File: src/rtl/lc3_bypass_history_if.sv
// Signal bundle between the LC-3 pipeline and the writeback-history bypass unit.
// master = pipeline side (retires writes, issues lookups), slave = bypass unit.
interface lc3_bypass_history_if #(
   parameter int DATA_W = 16,
   parameter int REG_AW = 3,
   parameter int MEM_AW = 16,
   parameter int DEPTH  = 2,
   parameter int NUM_RD = 2,
   parameter int CNT_W  = 16
);
   localparam int OCC_W = $clog2(DEPTH + 1);

   // No ready path: wr_valid/wm_valid retire in the cycle they are presented and are
   // qualified by advance; lookups are answered combinationally in the same cycle.
   logic                     advance;
   logic                     wr_valid;
   logic [REG_AW-1:0]        wr_reg;
   logic [DATA_W-1:0]        wr_data;
   logic                     wm_valid;
   logic [MEM_AW-1:0]        wm_addr;
   logic [DATA_W-1:0]        wm_data;
   logic [NUM_RD*REG_AW-1:0] rd_reg;
   logic [NUM_RD*DATA_W-1:0] rd_rf_data;
   logic [NUM_RD*DATA_W-1:0] rd_data;
   logic [NUM_RD-1:0]        rd_hit;
   logic [MEM_AW-1:0]        ld_addr;
   logic [DATA_W-1:0]        ld_mem_data;
   logic [DATA_W-1:0]        ld_data;
   logic                     ld_hit;
   logic [OCC_W-1:0]         occ;
   logic [CNT_W-1:0]         hit_cnt;
   logic                     cnt_clr;

   modport master (
      output advance, wr_valid, wr_reg, wr_data, wm_valid, wm_addr, wm_data,
      output rd_reg, rd_rf_data, ld_addr, ld_mem_data, cnt_clr,
      input  rd_data, rd_hit, ld_data, ld_hit, occ, hit_cnt
   );

   modport slave (
      input  advance, wr_valid, wr_reg, wr_data, wm_valid, wm_addr, wm_data,
      input  rd_reg, rd_rf_data, ld_addr, ld_mem_data, cnt_clr,
      output rd_data, rd_hit, ld_data, ld_hit, occ, hit_cnt
   );
endinterface

File: src/rtl/lc3_bypass_history.sv
// Writeback-history bypass for the LC-3 pipeline: keeps the last DEPTH retired reg/mem writes
// and forwards the youngest match to each register read port and the load port.
module lc3_bypass_history #(
   parameter int DATA_W  = 16,
   parameter int REG_AW  = 3,
   parameter int MEM_AW  = 16,
   parameter int DEPTH   = 2,
   parameter int NUM_RD  = 2,
   parameter int MEM_FWD = 1,
   parameter int CNT_W   = 16
) (
   input logic                clk,
   input logic                rst_n,
   lc3_bypass_history_if.slave bus
);
   localparam int OCC_W = $clog2(DEPTH + 1);

   logic [DEPTH-1:0]         regValid;
   logic [REG_AW-1:0]        regIdx  [DEPTH];
   logic [DATA_W-1:0]        regData [DEPTH];
   logic [DEPTH-1:0]         memValid;
   logic [MEM_AW-1:0]        memAddr [DEPTH];
   logic [DATA_W-1:0]        memData [DEPTH];
   logic [OCC_W-1:0]         occ;
   logic [OCC_W-1:0]         occNext;
   logic [CNT_W-1:0]         hitCnt;
   logic                     wmStore;
   logic                     wrLive;
   logic                     wmLive;
   logic [NUM_RD-1:0]        rdHit;
   logic [NUM_RD*DATA_W-1:0] rdData;
   logic                     ldHit;
   logic [DATA_W-1:0]        ldData;

   // With MEM_FWD=0 the memory half of every entry stays empty.
   assign wmStore = (MEM_FWD != 0) && bus.wm_valid;
   // Current-cycle sources are muted during reset so outputs are pure pass-through.
   assign wrLive  = bus.wr_valid && rst_n;
   assign wmLive  = wmStore && rst_n;

   always_ff @(posedge clk or negedge rst_n) begin
      if (!rst_n) begin
         regValid <= '0;
         memValid <= '0;
         for (int i = 0; i < DEPTH; i++) begin
            regIdx[i]  <= '0;
            regData[i] <= '0;
            memAddr[i] <= '0;
            memData[i] <= '0;
         end
      end else if (bus.advance) begin
         for (int i = DEPTH - 1; i >= 1; i--) begin
            regValid[i] <= regValid[i-1];
            regIdx[i]   <= regIdx[i-1];
            regData[i]  <= regData[i-1];
            memValid[i] <= memValid[i-1];
            memAddr[i]  <= memAddr[i-1];
            memData[i]  <= memData[i-1];
         end
         regValid[0] <= bus.wr_valid;
         regIdx[0]   <= bus.wr_reg;
         regData[0]  <= bus.wr_data;
         memValid[0] <= wmStore;
         memAddr[0]  <= (MEM_FWD != 0) ? bus.wm_addr : '0;
         memData[0]  <= (MEM_FWD != 0) ? bus.wm_data : '0;
      end
   end

   // Occupancy after the shift: the new head plus every entry that survives one more step.
   always_comb begin
      occNext = '0;
      if (bus.wr_valid || wmStore) occNext = occNext + OCC_W'(1);
      for (int i = 0; i < DEPTH - 1; i++) begin
         if (regValid[i] || memValid[i]) occNext = occNext + OCC_W'(1);
      end
   end

   always_ff @(posedge clk or negedge rst_n) begin
      if (!rst_n) begin
         occ <= '0;
      end else if (bus.advance) begin
         occ <= occNext;
      end
   end

   // Oldest source is applied first so each younger match overrides it.
   always_comb begin
      rdHit  = '0;
      rdData = bus.rd_rf_data;
      for (int p = 0; p < NUM_RD; p++) begin
         for (int i = DEPTH - 1; i >= 0; i--) begin
            if (regValid[i] && (regIdx[i] == bus.rd_reg[p*REG_AW +: REG_AW])) begin
               rdHit[p]                    = 1'b1;
               rdData[p*DATA_W +: DATA_W] = regData[i];
            end
         end
         if (wrLive && (bus.wr_reg == bus.rd_reg[p*REG_AW +: REG_AW])) begin
            rdHit[p]                    = 1'b1;
            rdData[p*DATA_W +: DATA_W] = bus.wr_data;
         end
      end
   end

   always_comb begin
      ldHit  = 1'b0;
      ldData = bus.ld_mem_data;
      for (int i = DEPTH - 1; i >= 0; i--) begin
         if (memValid[i] && (memAddr[i] == bus.ld_addr)) begin
            ldHit  = 1'b1;
            ldData = memData[i];
         end
      end
      if (wmLive && (bus.wm_addr == bus.ld_addr)) begin
         ldHit  = 1'b1;
         ldData = bus.wm_data;
      end
   end

   always_ff @(posedge clk or negedge rst_n) begin
      if (!rst_n) begin
         hitCnt <= '0;
      end else if (bus.cnt_clr) begin
         hitCnt <= '0;
      end else if (bus.advance && ((|rdHit) || ldHit) && (hitCnt != '1)) begin
         hitCnt <= hitCnt + CNT_W'(1);
      end
   end

   assign bus.rd_data = rdData;
   assign bus.rd_hit  = rdHit;
   assign bus.ld_data = ldData;
   assign bus.ld_hit  = ldHit;
   assign bus.occ     = occ;
   assign bus.hit_cnt = hitCnt;
endmodule

File: src/flat_wrapper.sv
// flat-port wrapper written by rule: the top's interface ports become plain ports
module lc3_bypass_history_flat 
#(
   parameter int DATA_W  = 16,
   parameter int REG_AW  = 3,
   parameter int MEM_AW  = 16,
   parameter int DEPTH   = 2,
   parameter int NUM_RD  = 2,
   parameter int MEM_FWD = 1,
   parameter int CNT_W   = 16
)
  (clk, rst_n, bus_advance, bus_wr_valid, bus_wr_reg, bus_wr_data, bus_wm_valid, bus_wm_addr, bus_wm_data, bus_rd_reg, bus_rd_rf_data, bus_ld_addr, bus_ld_mem_data, bus_cnt_clr, bus_rd_data, bus_rd_hit, bus_ld_data, bus_ld_hit, bus_occ, bus_hit_cnt);
  lc3_bypass_history_if #(.DATA_W(DATA_W), .REG_AW(REG_AW), .MEM_AW(MEM_AW), .DEPTH(DEPTH), .NUM_RD(NUM_RD), .CNT_W(CNT_W)) bus_i ();
  input logic clk;
  input logic rst_n;
  input wire logic [$bits(bus_i.advance)-1:0] bus_advance;
  input wire logic [$bits(bus_i.wr_valid)-1:0] bus_wr_valid;
  input wire logic [$bits(bus_i.wr_reg)-1:0] bus_wr_reg;
  input wire logic [$bits(bus_i.wr_data)-1:0] bus_wr_data;
  input wire logic [$bits(bus_i.wm_valid)-1:0] bus_wm_valid;
  input wire logic [$bits(bus_i.wm_addr)-1:0] bus_wm_addr;
  input wire logic [$bits(bus_i.wm_data)-1:0] bus_wm_data;
  input wire logic [$bits(bus_i.rd_reg)-1:0] bus_rd_reg;
  input wire logic [$bits(bus_i.rd_rf_data)-1:0] bus_rd_rf_data;
  input wire logic [$bits(bus_i.ld_addr)-1:0] bus_ld_addr;
  input wire logic [$bits(bus_i.ld_mem_data)-1:0] bus_ld_mem_data;
  input wire logic [$bits(bus_i.cnt_clr)-1:0] bus_cnt_clr;
  output wire logic [$bits(bus_i.rd_data)-1:0] bus_rd_data;
  output wire logic [$bits(bus_i.rd_hit)-1:0] bus_rd_hit;
  output wire logic [$bits(bus_i.ld_data)-1:0] bus_ld_data;
  output wire logic [$bits(bus_i.ld_hit)-1:0] bus_ld_hit;
  output wire logic [$bits(bus_i.occ)-1:0] bus_occ;
  output wire logic [$bits(bus_i.hit_cnt)-1:0] bus_hit_cnt;
  assign bus_i.advance = bus_advance;
  assign bus_i.wr_valid = bus_wr_valid;
  assign bus_i.wr_reg = bus_wr_reg;
  assign bus_i.wr_data = bus_wr_data;
  assign bus_i.wm_valid = bus_wm_valid;
  assign bus_i.wm_addr = bus_wm_addr;
  assign bus_i.wm_data = bus_wm_data;
  assign bus_i.rd_reg = bus_rd_reg;
  assign bus_i.rd_rf_data = bus_rd_rf_data;
  assign bus_i.ld_addr = bus_ld_addr;
  assign bus_i.ld_mem_data = bus_ld_mem_data;
  assign bus_i.cnt_clr = bus_cnt_clr;
  assign bus_rd_data = bus_i.rd_data;
  assign bus_rd_hit = bus_i.rd_hit;
  assign bus_ld_data = bus_i.ld_data;
  assign bus_ld_hit = bus_i.ld_hit;
  assign bus_occ = bus_i.occ;
  assign bus_hit_cnt = bus_i.hit_cnt;
  lc3_bypass_history #(.DATA_W(DATA_W), .REG_AW(REG_AW), .MEM_AW(MEM_AW), .DEPTH(DEPTH), .NUM_RD(NUM_RD), .MEM_FWD(MEM_FWD), .CNT_W(CNT_W)) u_core (.clk(clk), .rst_n(rst_n), .bus(bus_i));
endmodule
File: config.mk
export PLATFORM = sky130hd
export DESIGN_NAME = lc3_bypass_history_flat
export DESIGN_NICKNAME = d
export VERILOG_FILES = /design/src/rtl/lc3_bypass_history_if.sv /design/src/rtl/lc3_bypass_history.sv /design/src/flat_wrapper.sv
export SDC_FILE = /design/constraint.sdc
export NUM_CORES = 1
export LEC_CHECK = 0
export CORE_ASPECT_RATIO = 1.2
export CORE_UTILIZATION = 51
export CTS_BUF_LIST = sky130_fd_sc_hd__clkbuf_2
export DETAILED_ROUTE_END_ITERATION = 8
export GPL_TIMING_DRIVEN = 0
export PLACE_DENSITY = 0.91
export SYNTH_ARGS = -nofsm -noshare
export SYNTH_HDL_FRONTEND = slang
export SYNTH_SLANG_ARGS = --single-unit
export TNS_END_PERCENT = 100
File: constraint.sdc
create_clock -name clk -period 2.7 [get_ports clk]
set_input_delay 0.405 -clock clk [delete_from_list [all_inputs] [get_ports clk]]
set_output_delay 0.405 -clock clk [all_outputs]
set_load 0.02 [all_outputs]
==> results.tsv <==
stage	metric	value	unit
floorplanning	Core Box Area	13900	µm²
clock_tree	H-tree depth	4	
synthesis	Cells after Synth	703	
synthesis	Mapped Area	7360	µm²
worst_setup_path	Crit Path Class	in -> out	
synthesis	ys flop type	dfrtp_1	
grt	largest net degree at the start of global routing	62	
clock_tree	clk buf depth	2	
synthesis	Netlist cell types	44	
synthesis	Post-Syn Nets	832	
detailed_routing	via count	7120	
synthesis	synth warn	0	
synthesis	biggest area consumer among synthesized cells	dfrtp_1	
place	Post-DP HPWL	14800	µm
final_layout	Finished Cell Area	10900	µm²
synthesis	top cells by count, synth	124 x dfrtp_1, 108 x mux2_2, 58 x a21oi_1	
sta	post-route setup slack	-0.432	ns
detailed_routing	vias per cell	6.15	
clock_tree	Clock Latency Late Sink	0.71	ns
grt	GRT Total Usage	0.323	
sta	Pins Over Slew Limit	0	
final_layout	Area Growth Syn to Fin	48.6	%
grt	initial antenna violation count	1	
synthesis	sequential cell area fraction in the yosys report	0.422	
detailed_routing	routed length per instance	21.4	µm
clock_tree	clk sink count	124	
grt	GR Overflow Total	0	
sta	Final Hold Vio Count	0	
final_layout	fraction of layout cells with a size suffix above 1	0.361	
job	Max-Cap Viols	0	
floorplanning	initial core utilization	0.528	
run_status	violated checks	DRC, setup timing	
synthesis	synth top area cells	dfrtp_1 42%, mux2_2 17%, mux2i_1 6.7%, xnor2_1 6.7%, a21oi_1 3.9%	
worst_setup_path	crit-path cells	clkdlybuf4s50_1 -> xnor2_1 -> nand4_1 -> nor4b_2 -> nand3_1 -> buf_2 -> o21ai_2 -> a21oi_1 -> a21o_1 -> buf_6	
grt	first-pass GRT wire length	37300	µm
detailed_routing	drt total wl	24800	µm
synthesis	most frequent cell after synthesis	dfrtp_1	
place	Placed Cells	1070	
worst_setup_path	CP max FO	10	
worst_setup_path	WP data required	2.30	ns
final_layout	nets	1101	
sta	final setup fails	49	
clock_tree	Clk pin slew, worst setup/hold paths	0.20	ns
place	Routability Congestion	0.863	
pwr	worst vdd ir	0.000323	V
floorplanning	die area	14900	µm²
sta	Worst Hold Slack	0.337	ns
final_layout	# fillers	835	
clock_tree	Root Buffer	clkbuf_2	
detailed_routing	DRC viols	14	
synthesis	synthesis-stage register bit count	124	
place	DP Area	9550	µm²
worst_setup_path	kind of start point of the critical path	primary input	
final_layout	Seq. cell area	3110	µm²
place	Place WS	-1.28	ns
grt	vias in the first global route	7178	
worst_setup_path	WP data arrival	2.73	ns
worst_setup_path	slowest cell delay on critical path	0.53	ns
sta	Worst Clk Skew	0.0414	ns
detailed_routing	DRT iter0 DRCs	519	
sta	post-layout min period	3.13	ns
pwr	PD cells	483	nW/µm²
clock_tree	CTS tree	built	
sta	worst slew pin tran	0.754	ns
floorplanning	die width	112	µm
pwr	Lkg Pwr	4.82	nW
sta	unrepaired setup endpoints after global routing	true	
worst_setup_path	Worst path slowest cell	clkdlybuf4s50_1	
detailed_routing	First-pass DRT Iterations	7	
sta	FMAX	0.319	GHz
synthesis	ys async rst share	1.00	
floorplanning	std cell rows	47	
synthesis	Avg Inst Size Synth	10.5	µm²
final_layout	multi-input logic area	4390	µm²
floorplanning	Die Height	134	µm
place	IO buf count	195	
sta	Tcrit/Tclk final	1.16	
clock_tree	number of CTS-inserted buffers	17	
detailed_routing	Final ANT Viol Nets	0	
worst_setup_path	Setup crit end kind	primary output	
synthesis	Yosys top cell area share	0.422	
sta	slew margin rel.	0.497	
run_status	outcome	complete, but fails checks	
min_path	HP Class	in -> reg	
final_layout	fin cells	1157	
synthesis	Post-synth EDFFs	0	
floorplanning	Top Ports	196	
==> timing repair <==
item	CTS	global route
pin swaps	21	45
gates resized for setup	431	61
hold endpoints to repair	92	0
hold buffers	8	0
buffers inserted	27	18
endpoints found under the setup margin	51	51
cloned	7	0
==> worst max-delay path: cells and delay by family <==
kind	cells	cell delay [ns]
AND/OR/NAND/NOR	3	0.73
XOR/XNOR	1	0.31
AO/OA/AOI/OAI	3	0.34
buffers and inverters	3	0.95
==> placed cells by master (no fill, tap or decap), types with 7 or more instances in the layout <==
cell type	n
a21o_1	16
a21oi_1	52
buf_2	7
buf_4	46
buf_6	43
clkbuf_1	13
clkbuf_2	26
clkbuf_8	8
clkdlybuf4s50_1	142
dfrtp_1	122
mux2_2	108
mux2i_1	44
nand2_1	42
nand3_1	14
nand4_1	20
nor2_1	38
o21ai_1	34
o21ai_2	15
o31ai_1	7
or4_1	7
xnor2_1	35
xnor2_2	21
xor2_1	10
==> area by class of cell <==
type / instances / area share
clock buffer: 18 / 0.00824
multi-input combinational: 536 / 0.402
clock inverter: 14 / 0.0156
sequential: 124 / 0.284
antenna: 1 / 0.000229
timing repair buffer: 253 / 0.237
tap: 171 / 0.0196
buffer: 40 / 0.0338
==> sequential cells by signal, indices dropped and copies added (netlist names) <==
register,count
u_core.bus.hit_cnt,16
u_core.bus.occ,2
u_core.memAddr,32
u_core.memData,32
u_core.memValid,2
u_core.regData,32
u_core.regIdx,6
u_core.regValid,2
==> kinds of logic after synthesis <==
logic type               after synthesis  share of synthesized area
multiplexers                         162                      0.242
XOR/XNOR                              66                     0.0786
AND/OR/NAND/NOR                      174                      0.128
buffers and inverters                 43                     0.0279
adder cells (fa/ha/maj)                2                    0.00340
AO/OA/AOI/OAI                        132                     0.0976
flip-flops                           124                      0.422
==> where the power goes <==
part	internal [mW]	switching (mW)
Clock	0.520	0.772
Sequential	2.06	0.191
Combinational	0.925	0.814
Total	3.51	1.78
==> stage by stage <==
step	setup TNS [ns]	total power, mW	utilization
6_report	-11.91	5.29	0.785
5_1_grt	-16.32	5.48	0.785
4_1_cts	-6.85	5.11	0.763
3_5_place_dp	-61.89	3.69	0.685
3_3_place_gp	-809.04	3.64	0.683
2_1_floorplan	0	3.03	-
==> final timing paths <==
path / slack, ns / cells past startpoint / startpoint / to
min in group asynchronous: 0.39 / 3 / rst_n / u_core.regData[14]$_DFFE_PN0P_
max reg2reg: 0.13 / 11 / u_core.memAddr[5]$_DFFE_PN0P_ / u_core.bus.hit_cnt[11]$_DFFE_PN0P_
max in group asynchronous: 1.82 / 6 / rst_n / u_core.memAddr[22]$_DFFE_PN0P_
min reg2reg: 0.54 / 1 / u_core.memData[5]$_DFFE_PN0P_ / u_core.memData[5]$_DFFE_PN0P_
min: 0.34 / 2 / bus_wm_data[5] / u_core.memData[21]$_DFFE_PN0P_
max: -0.43 / 10 / bus_ld_addr[11] / bus_ld_data[11]
==> per-layer routing <==
metal	GRT usage	wire, µm
met1	0.381	9140
met2	0.552	12500
met3	0.0619	1940
met4	0.179	1190
met5	0	0
(Power assumes the default switching activity.)
